**src/rtl/washing_machine_pkg.sv**
```systemverilog
// Shared washing-machine definitions: valve controller state encoding and default timing.
// The flow monitor imports the same level width so sensor encodings stay aligned.
package washing_machine_pkg;

    localparam int LEVEL_W                = 10;
    localparam int DEFAULT_TIMEOUT_CYCLES = 200;
    localparam int DEFAULT_SETTLE_CYCLES  = 4;
    localparam int DEFAULT_HYSTERESIS     = 5;

    typedef enum logic [2:0] {
        ST_IDLE   = 3'd0,
        ST_FILL   = 3'd1,
        ST_DRAIN  = 3'd2,
        ST_SETTLE = 3'd3,
        ST_DONE   = 3'd4,
        ST_FAULT  = 3'd5
    } valve_state_t;

endpackage

```
**src/rtl/valve_cycle_counter.sv**
```systemverilog
// Up-counter with synchronous clear; tc is high while the count sits at TERMINAL-1.
// Used for both the settle delay and the fill/drain timeout.
module valve_cycle_counter #(
    parameter int TERMINAL = 4
) (
    input  logic clk,
    input  logic reset,
    input  logic load,
    input  logic enable,
    output logic tc
);

    localparam int CNT_W = (TERMINAL > 1) ? $clog2(TERMINAL) : 1;

    logic [CNT_W-1:0] count;

    always_ff @(posedge clk) begin
        if (reset || load) begin
            count <= '0;
        end else if (enable) begin
            count <= count + CNT_W'(1);
        end
    end

    assign tc = (count == CNT_W'(TERMINAL - 1));

endmodule

```
**src/rtl/water_valve_controller.sv**
```systemverilog
// Fill/drain sequencer driving the inlet valve and drain pump toward a latched target level,
// with post-actuation settling, hysteresis re-check, timeout and flow-error fault handling.
module water_valve_controller
    import washing_machine_pkg::*;
#(
    parameter int TIMEOUT_CYCLES = DEFAULT_TIMEOUT_CYCLES,
    parameter int SETTLE_CYCLES  = DEFAULT_SETTLE_CYCLES,
    parameter int HYSTERESIS     = DEFAULT_HYSTERESIS
) (
    input  logic               clk,
    input  logic               reset,
    input  logic               start,
    input  logic               mode,
    input  logic [LEVEL_W-1:0] target_level,
    input  logic [LEVEL_W-1:0] water_level_sensor,
    input  logic               flow_error,
    input  logic               abort,
    output logic               inlet_valve,
    output logic               drain_pump,
    output logic               busy,
    output logic               done,
    output logic               fault,
    output valve_state_t       state_dbg
);

    valve_state_t       state, next_state;
    logic               mode_q, mode_d;
    logic [LEVEL_W-1:0] target_q, target_d;
    logic               to_load, to_en, to_tc;
    logic               st_load, st_en, st_tc;

    // One spare bit keeps level +/- hysteresis sums exact up to full scale.
    logic [LEVEL_W:0] level_x, target_x, hyst_x;
    logic             fill_reached, drain_reached, start_satisfied;

    assign level_x         = {1'b0, water_level_sensor};
    assign target_x        = {1'b0, target_q};
    assign hyst_x          = (LEVEL_W + 1)'(HYSTERESIS);
    assign fill_reached    = (water_level_sensor >= target_q);
    assign drain_reached   = (water_level_sensor <= target_q);
    assign start_satisfied = mode ? (water_level_sensor >= target_level)
                                  : (water_level_sensor <= target_level);

    valve_cycle_counter #(.TERMINAL(TIMEOUT_CYCLES)) u_timeout (
        .clk(clk), .reset(reset), .load(to_load), .enable(to_en), .tc(to_tc)
    );

    valve_cycle_counter #(.TERMINAL(SETTLE_CYCLES)) u_settle (
        .clk(clk), .reset(reset), .load(st_load), .enable(st_en), .tc(st_tc)
    );

    // start is a single-cycle request with no ready: it is only looked at in IDLE,
    // and every other state drops it silently. abort wins over start in the same cycle.
    always_comb begin
        next_state = state;
        mode_d     = mode_q;
        target_d   = target_q;
        to_load    = 1'b0;
        to_en      = 1'b0;
        st_load    = 1'b0;
        st_en      = 1'b0;
        case (state)
            ST_IDLE: begin
                if (start) begin
                    mode_d     = mode;
                    target_d   = target_level;
                    to_load    = 1'b1;
                    next_state = start_satisfied ? ST_DONE : (mode ? ST_FILL : ST_DRAIN);
                end
            end
            ST_FILL, ST_DRAIN: begin
                to_en = 1'b1;
                if (flow_error) begin
                    next_state = ST_FAULT;
                end else if ((state == ST_FILL) ? fill_reached : drain_reached) begin
                    next_state = ST_SETTLE;
                    st_load    = 1'b1;
                end else if (to_tc) begin
                    next_state = ST_FAULT;
                end
            end
            ST_SETTLE: begin
                st_en = 1'b1;
                if (st_tc) begin
                    if (mode_q && (level_x + hyst_x < target_x)) begin
                        next_state = ST_FILL;
                    end else if (!mode_q && (level_x > target_x + hyst_x)) begin
                        next_state = ST_DRAIN;
                    end else begin
                        next_state = ST_DONE;
                    end
                end
            end
            ST_DONE:  next_state = ST_IDLE;
            ST_FAULT: next_state = ST_FAULT;
            default:  next_state = ST_IDLE;
        endcase
        if (abort) begin
            next_state = ST_IDLE;
            mode_d     = mode_q;
            target_d   = target_q;
        end
    end

    // Outputs are registered straight from next_state so they line up with the state register.
    always_ff @(posedge clk) begin
        if (reset) begin
            state       <= ST_IDLE;
            mode_q      <= 1'b1;
            target_q    <= '0;
            inlet_valve <= 1'b0;
            drain_pump  <= 1'b0;
            busy        <= 1'b0;
            done        <= 1'b0;
            fault       <= 1'b0;
        end else begin
            state       <= next_state;
            mode_q      <= mode_d;
            target_q    <= target_d;
            inlet_valve <= (next_state == ST_FILL);
            drain_pump  <= (next_state == ST_DRAIN);
            busy        <= (next_state == ST_FILL) || (next_state == ST_DRAIN) ||
                           (next_state == ST_SETTLE);
            done        <= (next_state == ST_DONE);
            fault       <= (next_state == ST_FAULT);
        end
    end

    assign state_dbg = state;

endmodule

```
**config.mk**
```make
export PLATFORM = sky130hd
export DESIGN_NAME = water_valve_controller
export DESIGN_NICKNAME = d
export VERILOG_FILES = /design/src/rtl/washing_machine_pkg.sv /design/src/rtl/valve_cycle_counter.sv /design/src/rtl/water_valve_controller.sv
export SDC_FILE = /design/constraint.sdc
export NUM_CORES = 1
export LEC_CHECK = 0
export CAP_MARGIN = 20
export CORE_MARGIN = 5
export CORE_UTILIZATION = 50
export DETAILED_ROUTE_END_ITERATION = 10
export GPL_TIMING_DRIVEN = 1
export PLACE_DENSITY = 0.86
export SYNTH_ARGS = -nofsm -noshare
export SYNTH_HDL_FRONTEND = slang
export SYNTH_SLANG_ARGS = --single-unit
```
**constraint.sdc**
```tcl
create_clock -name clk -period 2.8 [get_ports clk]
set_input_delay 0.56 -clock clk [delete_from_list [all_inputs] [get_ports clk]]
set_output_delay 0.56 -clock clk [all_outputs]
set_load 0.02 [all_outputs]
```
==> reports/qor.txt, run 1 <==
status - finished with violations
failing checks - setup timing
drt wl/cell - 15.9 µm
DRC Markers - 0
Yosys reg bits - 29
Storage cell area - 589 µm²
GRT Util Overall - 22.9%
Post-synth top cells - ha_1, dfxtp_1, nand2_1
Initial Util - 52.5%
DP HPWL - 5520 µm
final worst-path cycle share - 103%
Longest Clk Path Bufs - 2
Worst Hold Class - reg -> reg
fill count - 348
multi-input logic area - 1910 µm²
setup tns final - -0.299 ns
DIE AREA - 6540 µm²
Clock Sink Count - 29
WS Path Type - reg -> reg
met3 Usage GRT - 4.10%
clock latency on the worst-skew pair - 0.29 ns
final hold violation count - 0
Yosys warnings - 0
Yosys cell types - 43
Slowest-stage cell, CP - a2111o_1
dpl cell area - 3190 µm²
Routed Antenna Nets - 0
TritonCTS clock tree - yes
RSZ-0062 raised after global routing - true
n_diodes - 0
DRT iter0 DRCs - 241
met1 Resource Use GR - 29.3%
most numerous cell in the Yosys netlist - ha_1
CP Max Fanout - 5
fraction of registers with async set/reset - 0%
H-tree depth - 2
worst endpoint required time - 2.98 ns
Root Buffer - clkbuf_8
post-synth top area cell - dfxtp_1
Nets - 454
Synth Flop Type - dfxtp_1
first-pass GRT wire length - 11,700 µm
mapped cell area - 2510 µm²
Pre-antenna DRT Iters - 4
via count - 2,552
register area share after synthesis - 23.1%
DIE HEIGHT - 80.9 µm
cell area after layout - 3370 µm²
Worst Path Arrival - 3.05 ns
Synthesized Nets - 382
endpoints failing setup - 5
CP cell instances - ha_4 -> o21ai_1 -> xnor2_1 -> ha_1 -> nand4_1 -> nor3_1 -> a21o_1 -> a2111o_1 -> a41o_1 -> a211o_1 -> and4_1
layout cells sized above 1 - 19.2%
antenna violations before repair - 0
total grt overflow - 0
Layout Skew - 0.0103 ns
Tmin final - 2.87 ns
fin cells - 452
relative slew slack - 55.2%
mean post-synth cell area - 8.05 µm²
area grow syn2layout - 34.1%
chip width - 80.9 µm
Crit path largest cell delay - 0.38 ns
slack of the critical path - -0.0742 ns
number of flops mapped to enable cells by yosys - 0
pin count of the biggest net entering global routing - 16
Inst Count DP - 442
Placeable Area - 4790 µm²
Crit. End Element - register
fin. max-slew vios - 0
fmax - 348 MHz
Post-Route WL - 7200 µm
vias in the first global route - 2,533
cts bufs inserted - 5
row cnt - 25
Worst Max-Slew Pin Slew - 0.671 ns
Top Ports - 34
Post-Route Utilization - 70.4%
Power Dens Cells - 344 nW/µm²
crit start category - register
met2 GRT Util - 39.0%
worst vdd ir - 305 µV
Max-Cap Viols - 0
RePlAce Congestion - 0.919
via/cell ratio - 5.65
# port buffers - 33
Pleak - 1.45 nW
clock-pin slew on the worst setup and hold paths - 0.07 ns
Syn Inst Count - 312
share of the synthesized area in the top cell type - 23.1%
GR peak layer - met2
largest cells by area after synthesis - dfxtp_1, ha_1, xnor2_1
registers in the layout (all words and copies together) (netlist names):
| name | cells |
|---|---|
| inlet_valve | 1 |
| done | 1 |
| mode_q | 1 |
| u_timeout.count | 8 |
| target_q | 10 |
| state_dbg | 3 |
| u_settle.count | 2 |
| busy | 1 |
| drain_pump | 1 |
| fault | 1 |
worst max-delay path, delay by kind of cell (launching register included):
family          cells  cell delay [ns]
fa+ha+maj           2             0.48
compound gates      5             1.30
flops               1             0.37
simple gates        3             0.44
xor+xnor            1             0.19
path summary, 6_finish.rpt:
kind,from,end,slack (ns),cells after the start
max reg2reg,target_q[0],done,-0.07,11
max,target_q[0],done,-0.07,11
min reg2reg,target_q[8],target_q[8],0.49,2
min,target_q[8],target_q[8],0.49,2
area by class of cell:
class | instances | area share [%]
Tap cell | 67 | 2.49
Sequential cell | 29 | 17.5
Clock buffer | 6 | 2.15
Multi-Input combinational cell | 249 | 56.6
Inverter | 27 | 3.01
Timing Repair Buffer | 72 | 18.0
Clock inverter | 2 | 0.297
kinds of logic after synthesis:
family	synth area share, %
mux	0.797
simple gates	24.1
buf+inv	5.13
xor+xnor	8.72
flops	23.1
compound gates	16.2
fa+ha+maj	21.9
per-layer routing:
layer	up-vias	share of wire, %
li1	1258	-
met1	1185	44
met2	85	48
met3	24	5.5
met4	0	2.4
met5	-	0
cells in the final DEF (no fill, tap or decap), types with 5 or more instances in the layout:
master,count
dfxtp_1,26
xor2_1,9
a21o_1,5
buf_4,39
nor3_1,6
nand4_1,8
nor2b_1,6
clkbuf_8,5
xnor2_1,15
and3_1,5
nand3_1,13
ha_1,42
nor2_1,20
nand2_1,28
o21ai_1,8
clkdlybuf4s50_1,24
a21oi_1,22
inv_1,27
per-stage QoR:
| step | power [mW] | hold WS [ns] | setup WS (ns) |
|---|---|---|---|
| after floorplan | 0.645 | 0.449 | 0.0187 |
| after global placement | 0.786 | 0.475 | -0.605 |
| after detailed placement | 0.807 | 0.485 | -0.662 |
| after CTS | 1.14 | 0.495 | -0.0101 |
| after global routing | 1.22 | 0.535 | -0.149 |
| final | 1.16 | 0.495 | -0.0742 |
power breakdown:
part | leakage (nW) | internal [mW] | switching [mW]
Combinational | 1.17 | 0.186 | 0.198
Sequential | 0.237 | 0.426 | 0.0173
Clock | 0.0450 | 0.172 | 0.161
timing repair:
action	4_1_cts	5_1_grt
gates cloned	0	0
setup buffers	1	1
hold buffers	0	0
setup endpoints to repair	7	7
pin swaps	21	10
gates resized for setup	36	11
Power figures use the tool's default switching activity.
==> inputs of run 2 (changes only) <==
==> constraint.sdc (replaced) <==
create_clock -name clk -period 2.8 [get_ports clk]
set_input_delay 0.56 -clock clk [delete_from_list [all_inputs] [get_ports clk]]
set_output_delay 0.56 -clock clk [all_outputs]
set_load 0.1 [all_outputs]
==> reports/qor.txt, run 2 (synthesis gave the netlist of run 1 again) <==
HP Start - target_q[8] (unchanged)
clock-pin slew on the worst setup and hold paths - 0.06 ns (was 0.07 ns)
Clock Sink Count - 29 (unchanged)
Sw Share - 34.4% (was 32.4%)
CP cell instances - clkdlybuf4s15_2 -> nand2_1 -> nor2_2 -> nand3_2 -> xnor2_2 -> ha_1 -> nor2b_1 -> nor4b_2 -> a21oi_2 -> a41o_1 -> a211o_1 -> and4bb_1 (was ha_4 -> o21ai_1 -> xnor2_1 -> ha_1 -> nand4_1 -> nor3_1 -> a21o_1 -> a2111o_1 -> a41o_1 -> a211o_1 -> and4_1)
final worst-path cycle share - 101% (was 103%)
via/cell ratio - 5.83 (was 5.65)
area grow syn2layout - 33.2% (was 34.1%)
endpoints failing setup - 4 (was 5)
Power Dens Cells - 355 nW/µm² (was 344 nW/µm²)
vias in the first global route - 2,599 (was 2,533)
n_diodes - 0 (unchanged)
DIE AREA - 6540 µm² (unchanged)
hold path depth - 2 (unchanged)
via count - 2,630 (was 2,552)
CTS Hold Bufs - 0 (unchanged)
Nets - 453 (was 454)
relative slew slack - 56.3% (was 55.2%)
WS Path Type - in -> reg (was reg -> reg)
fin. max-slew vios - 0 (unchanged)
Longest Clk Path Bufs - 2 (unchanged)
Max-Cap Viols - 0 (unchanged)
crit start category - input pin (was register)
Post-Route WL - 7460 µm (was 7200 µm)
Worst Hold Class - reg -> reg (unchanged)
Hold EP - target_q[8] (unchanged)
met3 Usage GRT - 4.99% (was 4.10%)
Worst R2R Path Depth - 11 (unchanged)
Largest Register - target_q (unchanged)
worst r2r dst - inlet_valve (was done)
Post-Route Utilization - 69.9% (was 70.4%)
RePlAce Congestion - 0.938 (was 0.919)
met1 Resource Use GR - 28.6% (was 29.3%)
worst endpoint required time - 3.03 ns (was 2.98 ns)
multi-input logic area - 1900 µm² (was 1910 µm²)
total grt overflow - 0 (unchanged)
final hold violation count - 0 (unchanged)
cell area after layout - 3340 µm² (was 3370 µm²)
dpl cell area - 3160 µm² (was 3190 µm²)
# port buffers - 33 (unchanged)
DIE HEIGHT - 80.9 µm (unchanged)
cts bufs inserted - 5 (unchanged)
Worst Max-Slew Pin Slew - 0.654 ns (was 0.671 ns)
layout cells sized above 1 - 21.9% (was 19.2%)
Slowest-stage cell, CP - nor4b_2 (was a2111o_1)
Comb power frac - 34.0% (was 33.1%)
DRT iter0 DRCs - 224 (was 241)
DRC Markers - 0 (unchanged)
Sw Pwr - 0.409 mW (was 0.376 mW)
Hold WS - 0.497 ns (was 0.495 ns)
Worst R2R Start - target_q[0] (unchanged)
H-tree depth - 2 (unchanged)
RSZ-0062 raised after global routing - true (unchanged)
Placeable Area - 4790 µm² (unchanged)
pin count of the biggest net entering global routing - 16 (unchanged)
chip width - 80.9 µm (unchanged)
failing checks - setup timing (unchanged)
fill count - 357 (was 348)
status - finished with violations (unchanged)
TritonCTS clock tree - yes (unchanged)
GRT Util Overall - 23.1% (was 22.9%)
first-pass GRT wire length - 11,700 µm (about the same)
Buf+Inv Stages, Crit Path - 1 (was 0)
Top Ports - 34 (unchanged)
Worst Path Arrival - 3.07 ns (was 3.05 ns)
Crit path largest cell delay - 0.33 ns (was 0.38 ns)
Layout Skew - 0.00747 ns (was 0.0103 ns)
Clk pwr share - 28.5% (was 28.7%)
share of power burned in registers - 37.5% (was 38.3%)
DP HPWL - 5610 µm (was 5520 µm)
Tmin final - 2.84 ns (was 2.87 ns)
GR peak layer - met2 (unchanged)
drt wl/cell - 16.5 µm (was 15.9 µm)
met2 GRT Util - 38.5% (was 39.0%)
most frequent cells in the layout - buf_4, ha_1, nand2_1 (was ha_1, buf_4, nand2_1)
leading cell type in the layout, fill and taps excluded - buf_4 (was ha_1)
Pleak - 1.46 nW (was 1.45 nW)
internal power - 0.780 mW (was 0.784 mW)
total power - 1.19 mW (was 1.16 mW)
max FFs per register - 10 (unchanged)
slack of the critical path - -0.0411 ns (was -0.0742 ns)
row cnt - 25 (unchanged)
Root Buffer - clkbuf_8 (unchanged)
setup tns final - -0.114 ns (was -0.299 ns)
CP Max Fanout - 5 (unchanged)
Pre-antenna DRT Iters - 5 (was 4)
R2R Setup Slk - -0.04 ns (was -0.07 ns)
cell family with most CP delay - simple AND/OR/NAND/NOR gates (was compound AO/OA/AOI/OAI gates)
Storage cell area - 592 µm² (was 589 µm²)
fmax - 352 MHz (was 348 MHz)
clock latency on the worst-skew pair - 0.29 ns (about the same)
antenna violations before repair - 0 (unchanged)
worst vdd ir - 272 µV (was 305 µV)
Initial Util - 52.5% (unchanged)
Routed Antenna Nets - 0 (unchanged)
Crit. End Element - register (unchanged)
==> run 2: changes by cell type in the layout (fill, tap and decap cells not counted), sizes merged <==
| cell | previous run | this run |
|---|---|---|
| buf | 41 | 49 |
| clkdlybuf4s50 | 24 | 16 |
| clkbuf | 7 | 6 |
==> run 2: area by class of cell <==
cell class                 count  share of cell area [%]
sequential                    29                    17.7
clock inverter                 2                   0.299
timing repair buffer          71                    17.4
multi-input combinational    249                    56.9
clock buffer                   6                    2.17
tap                           67                    2.51
inverter                      27                    3.03
==> run 2: power by group through the flow <==
| stage | sequential (mW) | clock (mW) | combinational [mW] |
|---|---|---|---|
| 2_1_floorplan | 0.477 | 0 | 0.194 |
| 3_3_place_gp | 0.449 | 0 | 0.359 |
| 3_5_place_dp | 0.450 | 0 | 0.378 |
| 4_1_cts | 0.444 | 0.342 | 0.387 |
| 5_1_grt | 0.446 | 0.356 | 0.443 |
| 6_report | 0.445 | 0.339 | 0.405 |
==> run 2: worst reg2reg max path, stage by stage (launching register included) <==
cell and delay (ns):
dfxtp_4 0.36, ha_4 0.17, o211ai_1 0.27, xnor2_1 0.14, ha_1 0.32, a21o_1 0.13, a21oi_2 0.07, nor3b_1 0.15
a2111o_1 0.40, a41o_1 0.23, a211o_1 0.28, and4bb_1 0.25
==> run 2: how the worst max path moves through the flow <==
stage | start | end | depth (start not counted)
after floorplan | water_level_sensor[0] | done | 12
after global placement | water_level_sensor[1] | done | 13
after detailed placement | water_level_sensor[1] | done | 13
after CTS | target_q[0] | inlet_valve | 11
after global routing | water_level_sensor[1] | inlet_valve | 13
final | water_level_sensor[4] | inlet_valve | 12
==> run 2: stage by stage <==
stage          instances  worst slack (ns)
6_report             451           -0.0411
5_1_grt              451            -0.169
2_1_floorplan        312            0.0187
3_3_place_gp         441            -0.606
3_5_place_dp         441            -0.690
4_1_cts              450           -0.0472
==> run 2: per-layer routing <==
layer | vias to the layer above | share of wire (%)
met5 | - | 0
met4 | 0 | 3.4
met3 | 27 | 8.1
met2 | 130 | 48
met1 | 1212 | 41
li1 | 1261 | -
==> run 2: what timing repair did <==
item / 4_1_cts / 5_1_grt
pin swaps: 21 / 12
endpoints found under the setup margin: 7 / 7
buffers inserted: 1 / 1
cloned: 0 / 0
resized for setup: 43 / 5
==> inputs of run 3 (changes only) <==
--- a/config.mk
+++ b/config.mk
@@ -5,12 +5,13 @@
 export SDC_FILE = /design/constraint.sdc
 export NUM_CORES = 1
 export LEC_CHECK = 0
+export ABC_AREA = 0
 export CAP_MARGIN = 20
 export CORE_MARGIN = 5
-export CORE_UTILIZATION = 50
+export CORE_UTILIZATION = 40
 export DETAILED_ROUTE_END_ITERATION = 10
 export GPL_TIMING_DRIVEN = 1
-export PLACE_DENSITY = 0.86
+export PLACE_DENSITY = 0.73
 export SYNTH_ARGS = -nofsm -noshare
 export SYNTH_HDL_FRONTEND = slang
 export SYNTH_SLANG_ARGS = --single-unit
==> reports/qor.txt, run 3 (synthesis gave the netlist of run 1 again) <==
Crit path largest cell delay - 0.31 ns (was 0.33 ns)
worst endpoint required time - 2.96 ns (was 3.03 ns)
Comb power frac - 34.0% (about the same)
crit start category - input pin (unchanged)
Worst path depth - 13 (was 12)
drt wl/cell - 14.3 µm (was 16.5 µm)
cell family with most CP delay - compound AO/OA/AOI/OAI gates (was simple AND/OR/NAND/NOR gates)
Crit. End Element - register (unchanged)
# port buffers - 33 (unchanged)
Routed Antenna Nets - 0 (unchanged)
Root Buffer - clkbuf_8 (unchanged)
Clock Sink Count - 29 (unchanged)
status - completed (was finished with violations)
DIE AREA - 7960 µm² (was 6540 µm²)
worst vdd ir - 213 µV (was 272 µV)
DRT iter0 DRCs - 146 (was 224)
Nets - 455 (was 453)
fin. max-slew vios - 0 (unchanged)
Power Dens Cells - 348 nW/µm² (was 355 nW/µm²)
via/cell ratio - 5.39 (was 5.83)
Buf+Inv Stages, Crit Path - 1 (unchanged)
GRT Util Overall - 18.2% (was 23.1%)
H-tree depth - 2 (unchanged)
row cnt - 28 (was 25)
clock-pin slew on the worst setup and hold paths - 0.06 ns (about the same)
Largest Register - target_q (unchanged)
DP HPWL - 5440 µm (was 5610 µm)
RePlAce Congestion - 0.841 (was 0.938)
Worst R2R Path Depth - 12 (was 11)
Sw Pwr - 0.374 mW (was 0.409 mW)
Worst Max-Slew Pin Slew - 0.632 ns (was 0.654 ns)
dpl cell area - 3190 µm² (was 3160 µm²)
total grt overflow - 0 (unchanged)
CP Max Fanout - 5 (unchanged)
via count - 2,480 (was 2,630)
worst r2r dst - fault (was inlet_valve)
antenna violations before repair - 0 (unchanged)
relative slew slack - 57.7% (was 56.3%)
R2R Setup Slk - 0.04 ns (was -0.04 ns)
internal power - 0.808 mW (was 0.780 mW)
RSZ-0062 raised after global routing - true (unchanged)
Max-Cap Viols - 0 (unchanged)
Worst Hold Class - reg -> reg (unchanged)
Pre-antenna DRT Iters - 4 (was 5)
pin count of the biggest net entering global routing - 16 (unchanged)
DRC Markers - 0 (unchanged)
endpoints failing setup - 0 (was 4)
WS Path Type - in -> reg (unchanged)
CP most frequent cell - a21oi_2
area grow syn2layout - 35.1% (was 33.2%)
total power - 1.18 mW (was 1.19 mW)
most frequent cells in the layout - buf_4, ha_1, nand2_1 (unchanged)
Worst Path Arrival - 2.95 ns (was 3.07 ns)
Placeable Area - 6030 µm² (was 4790 µm²)
hold path depth - 2 (unchanged)
Top Ports - 34 (unchanged)
first-pass GRT wire length - 11,300 µm (was 11,700 µm)
CTS Hold Bufs - 0 (unchanged)
fmax - 358 MHz (was 352 MHz)
Tmin final - 2.79 ns (was 2.84 ns)
DIE HEIGHT - 89.2 µm (was 80.9 µm)
Worst R2R Start - target_q[6] (was target_q[0])
clock latency on the worst-skew pair - 0.27 ns (was 0.29 ns)
Initial Util - 41.7% (was 52.5%)
final hold violation count - 0 (unchanged)
TritonCTS clock tree - yes (unchanged)
Sw Share - 31.6% (was 34.4%)
CP cell instances - buf_2 -> ha_4 -> o2111ai_4 -> nor2_2 -> xor2_1 -> ha_1 -> a21oi_2 -> nor2b_1 -> nor4b_2 -> a21oi_2 -> a41o_1 -> a211o_1 -> and4b_1 (was clkdlybuf4s15_2 -> nand2_1 -> nor2_2 -> nand3_2 -> xnor2_2 -> ha_1 -> nor2b_1 -> nor4b_2 -> a21oi_2 -> a41o_1 -> a211o_1 -> and4bb_1)
Pleak - 1.47 nW (was 1.46 nW)
n_diodes - 0 (unchanged)
cts bufs inserted - 5 (unchanged)
share of power burned in registers - 37.6% (was 37.5%)
Clk pwr share - 28.4% (was 28.5%)
final worst-path cycle share - 99.7% (was 101%)
chip width - 89.2 µm (was 80.9 µm)
leading cell type in the layout, fill and taps excluded - buf_4 (unchanged)
max FFs per register - 10 (unchanged)
Post-Route WL - 6590 µm (was 7460 µm)
cell area after layout - 3390 µm² (was 3340 µm²)
Longest Clk Path Bufs - 2 (unchanged)
layout cells sized above 1 - 23.4% (was 21.9%)
Worst setup startpoint - water_level_sensor[1] (was water_level_sensor[4])
Layout Skew - 0.00469 ns (was 0.00747 ns)
Slowest-stage cell, CP - nor4b_2 (unchanged)
vias in the first global route - 2,453 (was 2,599)
crit path capture - fault (was inlet_valve)
==> run 3: power groups by stage <==
stage	clock [mW]	sequential [mW]	combinational, mW
2_1_floorplan	0	0.477	0.194
3_3_place_gp	0	0.450	0.366
3_5_place_dp	0	0.451	0.380
4_1_cts	0.343	0.444	0.389
5_1_grt	0.367	0.446	0.445
6_report	0.336	0.444	0.401
==> run 3: worst min path at each step <==
stage                start           to  slack [ns]
2_1_floorplan  target_q[6]  target_q[6]        0.45
3_3_place_gp   target_q[1]  target_q[1]        0.48
3_5_place_dp   target_q[8]  target_q[8]        0.49
4_1_cts        target_q[8]  target_q[8]        0.49
5_1_grt        target_q[0]  target_q[0]        0.53
6_report       target_q[8]  target_q[8]        0.49
==> run 3: layout make-up <==
class / count / area, µm²
Clock buffer: 7 / 86.3
Fill cell: 549 / 2630
Inverter: 27 / 101
Multi-Input combinational cell: 249 / 1920
Sequential cell: 29 / 592
Tap cell: 75 / 93.8
Timing Repair Buffer: 73 / 598
==> run 3: tightest hold or removal path: stages (launching register included) <==
cell and delay (ns):
dfxtp_1 0.33, nand2_1 0.06, a21oi_1 0.05
==> run 3: metrics by stage <==
step	util, %	worst slack, ns	TNS, ns	std cells	hold slack, ns
3_3_place_gp	52.9	-0.625	-4.46	451	0.477
6_report	56.3	0.00795	0	460	0.494
2_1_floorplan	-	0.0187	0	312	0.449
5_1_grt	56.3	-0.159	-0.661	460	0.531
3_5_place_dp	52.9	-0.714	-5.10	451	0.485
4_1_cts	55.5	0.0155	0	459	0.493
==> run 3: timing repair <==
action,4_1_cts,5_1_grt
endpoints found under the setup margin,7,6
pin swaps,17,13
buffers inserted,1,1
endpoints found under the hold margin,0,0
resized for setup,43,12
==> run 3: routing by layer <==
| metal | vias to the layer above | track usage [%] | routed length, µm |
|---|---|---|---|
| met5 | - | 0 | 0 |
| met4 | 0 | 6.09 | 97 |
| met3 | 6 | 2.67 | 215 |
| met2 | 44 | 30.1 | 3150 |
| met1 | 1166 | 24.1 | 3130 |
| li1 | 1264 | - | - |
